## src/rtl/demux1x2_32_buf.sv

```systemverilog
// Registered 1-to-2 demultiplexer with a one-entry holding register per
// output. Each output runs its own valid/ready handshake, so one consumer
// can stall while words keep flowing to the other.

// One output slot: a valid bit, a data register and a saturating
// delivery counter.
module demux1x2_32_buf_slot #(
    parameter int W  = 32,
    parameter int CW = 8
) (
    input  logic          clk,
    input  logic          rst,
    input  logic          load,
    input  logic [W-1:0]  dIn,
    input  logic          ready,
    output logic          valid,
    output logic [W-1:0]  data,
    output logic [CW-1:0] cnt
);

    logic deliver;

    assign deliver = valid & ready;

    // Valid bit: a load wins over a drain, so draining and loading on the
    // same edge keeps the slot full and gives one word per cycle.
    always_ff @(posedge clk or posedge rst) begin
        if (rst)          valid <= 1'b0;
        else if (load)    valid <= 1'b1;
        else if (deliver) valid <= 1'b0;
    end

    // Data register: only written on a load. After delivery it keeps its
    // last value instead of clearing.
    always_ff @(posedge clk or posedge rst) begin
        if (rst)       data <= '0;
        else if (load) data <= dIn;
    end

    // Delivery counter: counts completed handshakes and sticks at all-ones.
    always_ff @(posedge clk or posedge rst) begin
        if (rst)                         cnt <= '0;
        else if (deliver && cnt != '1)   cnt <= cnt + 1'b1;
    end

endmodule

// Top level: steers each accepted word to the slot chosen by S.
module demux1x2_32_buf #(
    parameter int W  = 32,
    parameter int CW = 8
) (
    input  logic          clk,
    input  logic          rst,
    input  logic [W-1:0]  D,
    input  logic          S,
    input  logic          in_valid,
    output logic          in_ready,
    output logic [W-1:0]  F0,
    output logic          F0_valid,
    input  logic          F0_ready,
    output logic [W-1:0]  F1,
    output logic          F1_valid,
    input  logic          F1_ready,
    output logic [CW-1:0] cnt0,
    output logic [CW-1:0] cnt1
);

    localparam int NUM_SLOTS = 2;

    logic [NUM_SLOTS-1:0]         slotValid;
    logic [NUM_SLOTS-1:0]         slotReady;
    logic [NUM_SLOTS-1:0]         slotLoad;
    logic [NUM_SLOTS-1:0][W-1:0]  slotData;
    logic [NUM_SLOTS-1:0][CW-1:0] slotCnt;
    logic                         accept;

    assign slotReady = {F1_ready, F0_ready};

    // Ready looks only at the currently selected slot, so a stalled slot
    // never blocks traffic steered to the other one. in_valid is left out
    // on purpose to avoid a valid->ready loop at the producer.
    assign in_ready = ~slotValid[S] | slotReady[S];
    assign accept   = in_valid & in_ready;
    assign slotLoad = {accept & S, accept & ~S};

    for (genvar k = 0; k < NUM_SLOTS; k++) begin : gSlot
        demux1x2_32_buf_slot #(
            .W  (W),
            .CW (CW)
        ) uSlot (
            .clk   (clk),
            .rst   (rst),
            .load  (slotLoad[k]),
            .dIn   (D),
            .ready (slotReady[k]),
            .valid (slotValid[k]),
            .data  (slotData[k]),
            .cnt   (slotCnt[k])
        );
    end

    assign F0       = slotData[0];
    assign F1       = slotData[1];
    assign F0_valid = slotValid[0];
    assign F1_valid = slotValid[1];
    assign cnt0     = slotCnt[0];
    assign cnt1     = slotCnt[1];

endmodule

```

## config.mk

```make
export PLATFORM = sky130hd
export DESIGN_NAME = demux1x2_32_buf
export DESIGN_NICKNAME = d
export VERILOG_FILES = /design/src/rtl/demux1x2_32_buf.sv
export SDC_FILE = /design/constraint.sdc
export NUM_CORES = 1
export LEC_CHECK = 0
export CAP_MARGIN = 20
export CORE_ASPECT_RATIO = 0.7
export CORE_UTILIZATION = 45
export CTS_BUF_LIST = sky130_fd_sc_hd__clkbuf_4 sky130_fd_sc_hd__clkbuf_8
export DETAILED_ROUTE_END_ITERATION = 7
export PLACE_DENSITY_LB_ADDON = 0.3
export SYNTH_ARGS = -nofsm -noshare
export SYNTH_HDL_FRONTEND = slang
export SYNTH_SLANG_ARGS = --single-unit
```

## constraint.sdc

```tcl
create_clock -name clk -period 2.8 [get_ports clk]
set_input_delay 0.42 -clock clk [delete_from_list [all_inputs] [get_ports clk]]
set_output_delay 0.42 -clock clk [all_outputs]
set_load 0.05 [all_outputs]
```

# ---- Word level (Yosys, flattened, before mapping)
# Index checks and enable logic that the tools add are counted.
# W data, S select, Z words.
dict set report classes {
  n_bitwise 8
  n_lt_le_gt_ge 1
  n_reduce_logical 4
  mux 8
  addsub 2
  n_eq_ne 2
}
# op n
set op_table {}
lappend op_table {{$add A8 B1 Y8 const B} 2}
lappend op_table {{$ne A8 B8 Y1 const B} 2}
lappend op_table {{$mux W1} 8}
lappend op_table {{$and A1 B1 Y1} 5}
lappend op_table {{$reduce_bool A2 Y1} 2}
lappend op_table {{$logic_and A1 B1 Y1} 2}
lappend op_table {{$lt A1 B2 Y1 const B} 1}
lappend op_table {{$not A1 Y1} 2}
lappend op_table {{$or A1 B1 Y1} 1}
dict set report totals {
  elab_cells 31
  inputBits 38
  out_inout_bits 83
  regBits 82
}

# ---- Longest topological paths before layout
dict set report logic_depth {
  ltp_word 7
  depth_mapped 5
  mapped_depth_nobuf 5
}

# ---- Modules after synthesis
# A second synthesis with hierarchy kept.
dict set report unflattened {
  hier_cells 217
  area_unflattened_um2 3255.6
}
# mod n_inst seq_area_each_um2 area_per_inst_um2 cells_each
set by_module_without_submodules {}
lappend by_module_without_submodules {demux1x2_32_buf_slot 2 1026.0 1605.3 105}
lappend by_module_without_submodules {demux1x2_32_buf 1 0.0 45.0 7}

# ---- Worst setup path before layout
# OpenSTA, ideal clock, no wires.
dict set report synth_timing {
  path_kind {reg-to-reg}
  start {reg gSlot[0].uSlot.cnt[0]}
  end {reg gSlot[0].uSlot.cnt[1]}
  path_stages_with_launch 5
  path_slack_ns 1.028
  arrival_time_ns 1.648
  path_buffers 0
  period_less_slack_ns 1.772
  setup_ns 0.125
  t_required_ns 2.675
  cell_sequence {dfrtp_1 ha_1 nand3_1 o21ai_1 mux2_2}
}
dict set report synth_via {
  elab_chain_len 2
  word_cells_on_any_way 3
  classes_between {1 x add/sub; 1 x eq/ne; 1 x reduce/logical}
}
# item line_no
set synth_lines {}
lappend synth_lines {{start: declaration} 18} ;# output logic [CW-1:0] cnt
lappend synth_lines {{start signal: assignment} 43} ;# else if (deliver && cnt != '1) cnt <= cnt + 1'b1;
lappend synth_lines {{branches (longest 2 deep; another with $add A8 B1 Y8)} -}
# Parallel ways; which one is timed is not known.
# A chain may end at the register's enable or synchronous reset.

# ---- Final worst setup path
dict set report layout_timing {
  start {in F1_ready}
  end {out in_ready}
}
dict set report layout_via {
  elab_chain_len 3
}
# item line_no
set layout_lines {}
lappend layout_lines {{start: declaration} 64} ;# input logic F1_ready,
lappend layout_lines {{$mux W1 (not written as such) (2 in series)} 83} ;# assign in_ready = ~slotValid[S] | slotReady[S];
lappend layout_lines {{$or A1 B1 Y1} 83}
lappend layout_lines {{end: declaration} 58} ;# output logic in_ready,
# Every way passes these cells. The select of a mux whose other input is x is not followed.

==> insert_results.sql <==
INSERT INTO impl_metrics (metric_group, metric, value, unit) VALUES
('worst_setup_path', 'crit_path_top_delay_cell', 'sky130_fd_sc_hd__clkdlybuf4s50_1', ''),
('cts', 'resized_after_cts', '0', ''),
('cts', 'clockBufferDepth', '2', ''),
('sta', 'setup_violators_final', '0', ''),
('worst_hold_path', 'hold_crit_class', 'in -> async', ''),
('die', 'start_util', '46.7', '%'),
('worst_setup_path', 'startpoint_type', 'primary input', ''),
('yosys', 'ys_seq_elements', '82', ''),
('pwr', 'leakage', '2.14', 'nW'),
('routing', 'remaining_drc_errors', '0', ''),
('cts', 'cts-buffers-inserted', '9', ''),
('pwr', 'totalPowerFinal', '4.53', 'mW'),
('routing', 'drt_wl_total', '7.06', 'mm'),
('sta', 'slew_headroom', '63.4', '%'),
('worst_setup_path', 'crit_required', '2380', 'ps'),
('place', 'placement.cell_area', '4740', 'um^2'),
('grt', 'grt_use_total', '19.3', '%'),
('sta', 'tightestPinTransition', '547', 'ps'),
('cts', 'cts.htree.levels', '3', ''),
('yosys', 'synthesis.area_per_instance', '15.3', 'um^2'),
('routing', 'route.detailed.vias_per_inst', '4.85', ''),
('yosys', 'seq_area_frac_synth', '59.8', '%'),
('sta', 'final.setup.tns', '0', 'ps'),
('yosys', 'synth_async_sr_flop_share', '100', '%'),
('pwr', 'vdd_ir_drop_max', '0.517', 'mV'),
('yosys', 'synthesis.area', '3430', 'um^2'),
('die', 'die-width', '106', 'um'),
('grt', 'grt_overflow_total', '0', ''),
('final_layout', 'design_area', '4960', 'um^2'),
('worst_setup_path', 'crit_family', 'buffers and inverters', ''),
('place', 'place.gp.congestion', '0.820', ''),
('grt', 'global_route_wire_length_before_repair', '11.4', 'mm'),
('yosys', 'synth_cells', '224', ''),
('final_layout', 'flow.area_growth_from_synthesis', '44.6', '%'),
('sta', 'rsz0062_at_grt', 'false', ''),
('sta', 'timing.fmax', '409', 'MHz'),
('yosys', 'synth.top_cells.by_area', 'sky130_fd_sc_hd__dfrtp_1 60%, sky130_fd_sc_hd__mux2_2 13%, sky130_fd_sc_hd__mux2_4 13%', ''),
('cts', 'cts_root_buffer', 'sky130_fd_sc_hd__clkbuf_8', ''),
('grt', 'antenna_violations_before_repair', '0', ''),
('die', 'die-height', '75.1', 'um'),
('yosys', 'synth.net_count', '264', ''),
('place', 'dp_hpwl', '5.04', 'mm'),
('worst_setup_path', 'path_cells', 'clkdlybuf4s50_1, nand2b_4, mux2_2, clkdlybuf4s50_1', ''),
('outcome', 'run_status', 'complete, no violations', ''),
('routing', 'iteration_count_of_the_initial_detailed_routing_pass', '4', ''),
('cts', 'setup_fix_bufs_post_cts', '0', ''),
('die', 'core_footprint', '7350', 'um^2'),
('die', 'placementRows', '26', ''),
('routing', 'antenna_violating_nets_post_route', '0', ''),
('cts', 'hold_buffers', '0', ''),
('cts', 'cts.reportedPaths.clkPinSlew', '90', 'ps'),
('worst_setup_path', 'crit_path_max_fanout', '4', ''),
('place', 'input_output_buffers', '120', ''),
('final_layout', 'layout.cells.most_common', 'sky130_fd_sc_hd__clkdlybuf4s50_1', ''),
('worst_setup_path', 'critPathMaxStageDelay', '790', 'ps'),
('place', 'place_inst', '440', ''),
('sta', 'fin_crit_sh', '87.3', '%'),
('yosys', 'synth_top_flop_cell', 'sky130_fd_sc_hd__dfrtp_1', ''),
('flow_run', 'max-cap-violations', '0', ''),
('pwr', 'p_per_area', '912', 'nW/um^2'),
('cts', 'clock_latency', '340', 'ps'),
('worst_setup_path', 'setup.worst_path.end_class', 'primary output', ''),
('yosys', 'yosys.cell_types.count', '31', ''),
('grt', 'pin_count_of_the_biggest_net_entering_global_routing', '45', ''),
('sta', 'period_needed', '2440', 'ps'),
('final_layout', 'n_antenna_cell', '0', ''),
('cts', 'cts.sinks', '82', ''),
('sta', 'hold_violation_total_from_the_final_report', '0', ''),
('yosys', 'synthDominantCellAreaShare', '59.8', '%'),
('final_layout', 'layout_common_cells', '120 x sky130_fd_sc_hd__clkdlybuf4s50_1, 82 x sky130_fd_sc_hd__dfrtp_1, 40 x sky130_fd_sc_hd__mux2_2', ''),
('cts', 'cts_tree', 'yes', '');
[metal layers]
layer / vias to the layer above / global-route usage [%] / part of all wire (%)
met3: 4 / 10.2 / 9.9
met2: 87 / 26.7 / 42
met5: - / 0 / 0
met4: 0 / 4.63 / 0.51
met1: 1069 / 26.7 / 48
li1: 1053 / - / -
[flip-flops by register name (all words and copies together) (netlist names)]
name               flops
gSlot.uSlot.data      64
gSlot.uSlot.cnt       16
gSlot.uSlot.valid      2
[report_power, final]
| group | switching, mW | internal [mW] |
|---|---|---|
| clock network | 0.417 | 0.515 |
| registers | 0.217 | 1.44 |
| logic | 1.21 | 0.735 |
[area by class of cell]
class | count | area [um^2]
well taps | 98 | 123
clock inverters | 6 | 91.3
fillers | 560 | 2390
flip-flops and latches | 82 | 2050
inverters | 4 | 16.3
repair buffers | 125 | 1260
multi-input cells | 131 | 1280
clock buffers | 10 | 131
[path summary, 6_finish.rpt]
path / cells past startpoint / slack, ps / start / to
max in group asynchronous: 3 / 1890 / rst / gSlot[0].uSlot.cnt[0]
setup reg to reg: 4 / 1220 / gSlot[0].uSlot.valid / gSlot[0].uSlot.data[21]
setup / recovery: 4 / 360 / F1_ready / in_ready
hold reg to reg: 1 / 510 / gSlot[0].uSlot.data[13] / gSlot[0].uSlot.data[13]
min in group clk: 1 / 510 / gSlot[0].uSlot.data[13] / gSlot[0].uSlot.data[13]
hold / removal: 2 / 290 / rst / gSlot[0].uSlot.data[7]
[cell families (layout without fill, tap and decap cells)]
family          count (synthesis)  in the layout  share of synthesized area (%)
flops                          82             82                           59.8
mux                            71             71                           26.5
simple gates                   44             44                           7.37
compound gates                 11             11                           2.04
buf+inv                        11            145                           2.74
xor+xnor                        3              3                          0.766
fa+ha+maj                       2              2                          0.729
[stage by stage]
step           hold WS (ps)  setup slack [ps]  utilization, %
3_3_place_gp            486               369            64.5
5_1_grt                 285               320            67.5
2_1_floorplan           568               272               -
6_report                294               357            67.5
4_1_cts                 282               355            67.5
3_5_place_dp            493               359            64.5
[cells in the mapped netlist, types with 3 or more instances]
cell                      count
sky130_fd_sc_hd__dfrtp_1     82
sky130_fd_sc_hd__mux2_2      40
sky130_fd_sc_hd__mux2_4      30
sky130_fd_sc_hd__nand3_1      9
sky130_fd_sc_hd__nor2_1       9
sky130_fd_sc_hd__nand2_1      8
sky130_fd_sc_hd__buf_6        7
sky130_fd_sc_hd__a21oi_1      5
sky130_fd_sc_hd__inv_1        4
sky130_fd_sc_hd__nor3_1       4
sky130_fd_sc_hd__nand4_1      3
Note: power is estimated with default switching activity, not from simulation.
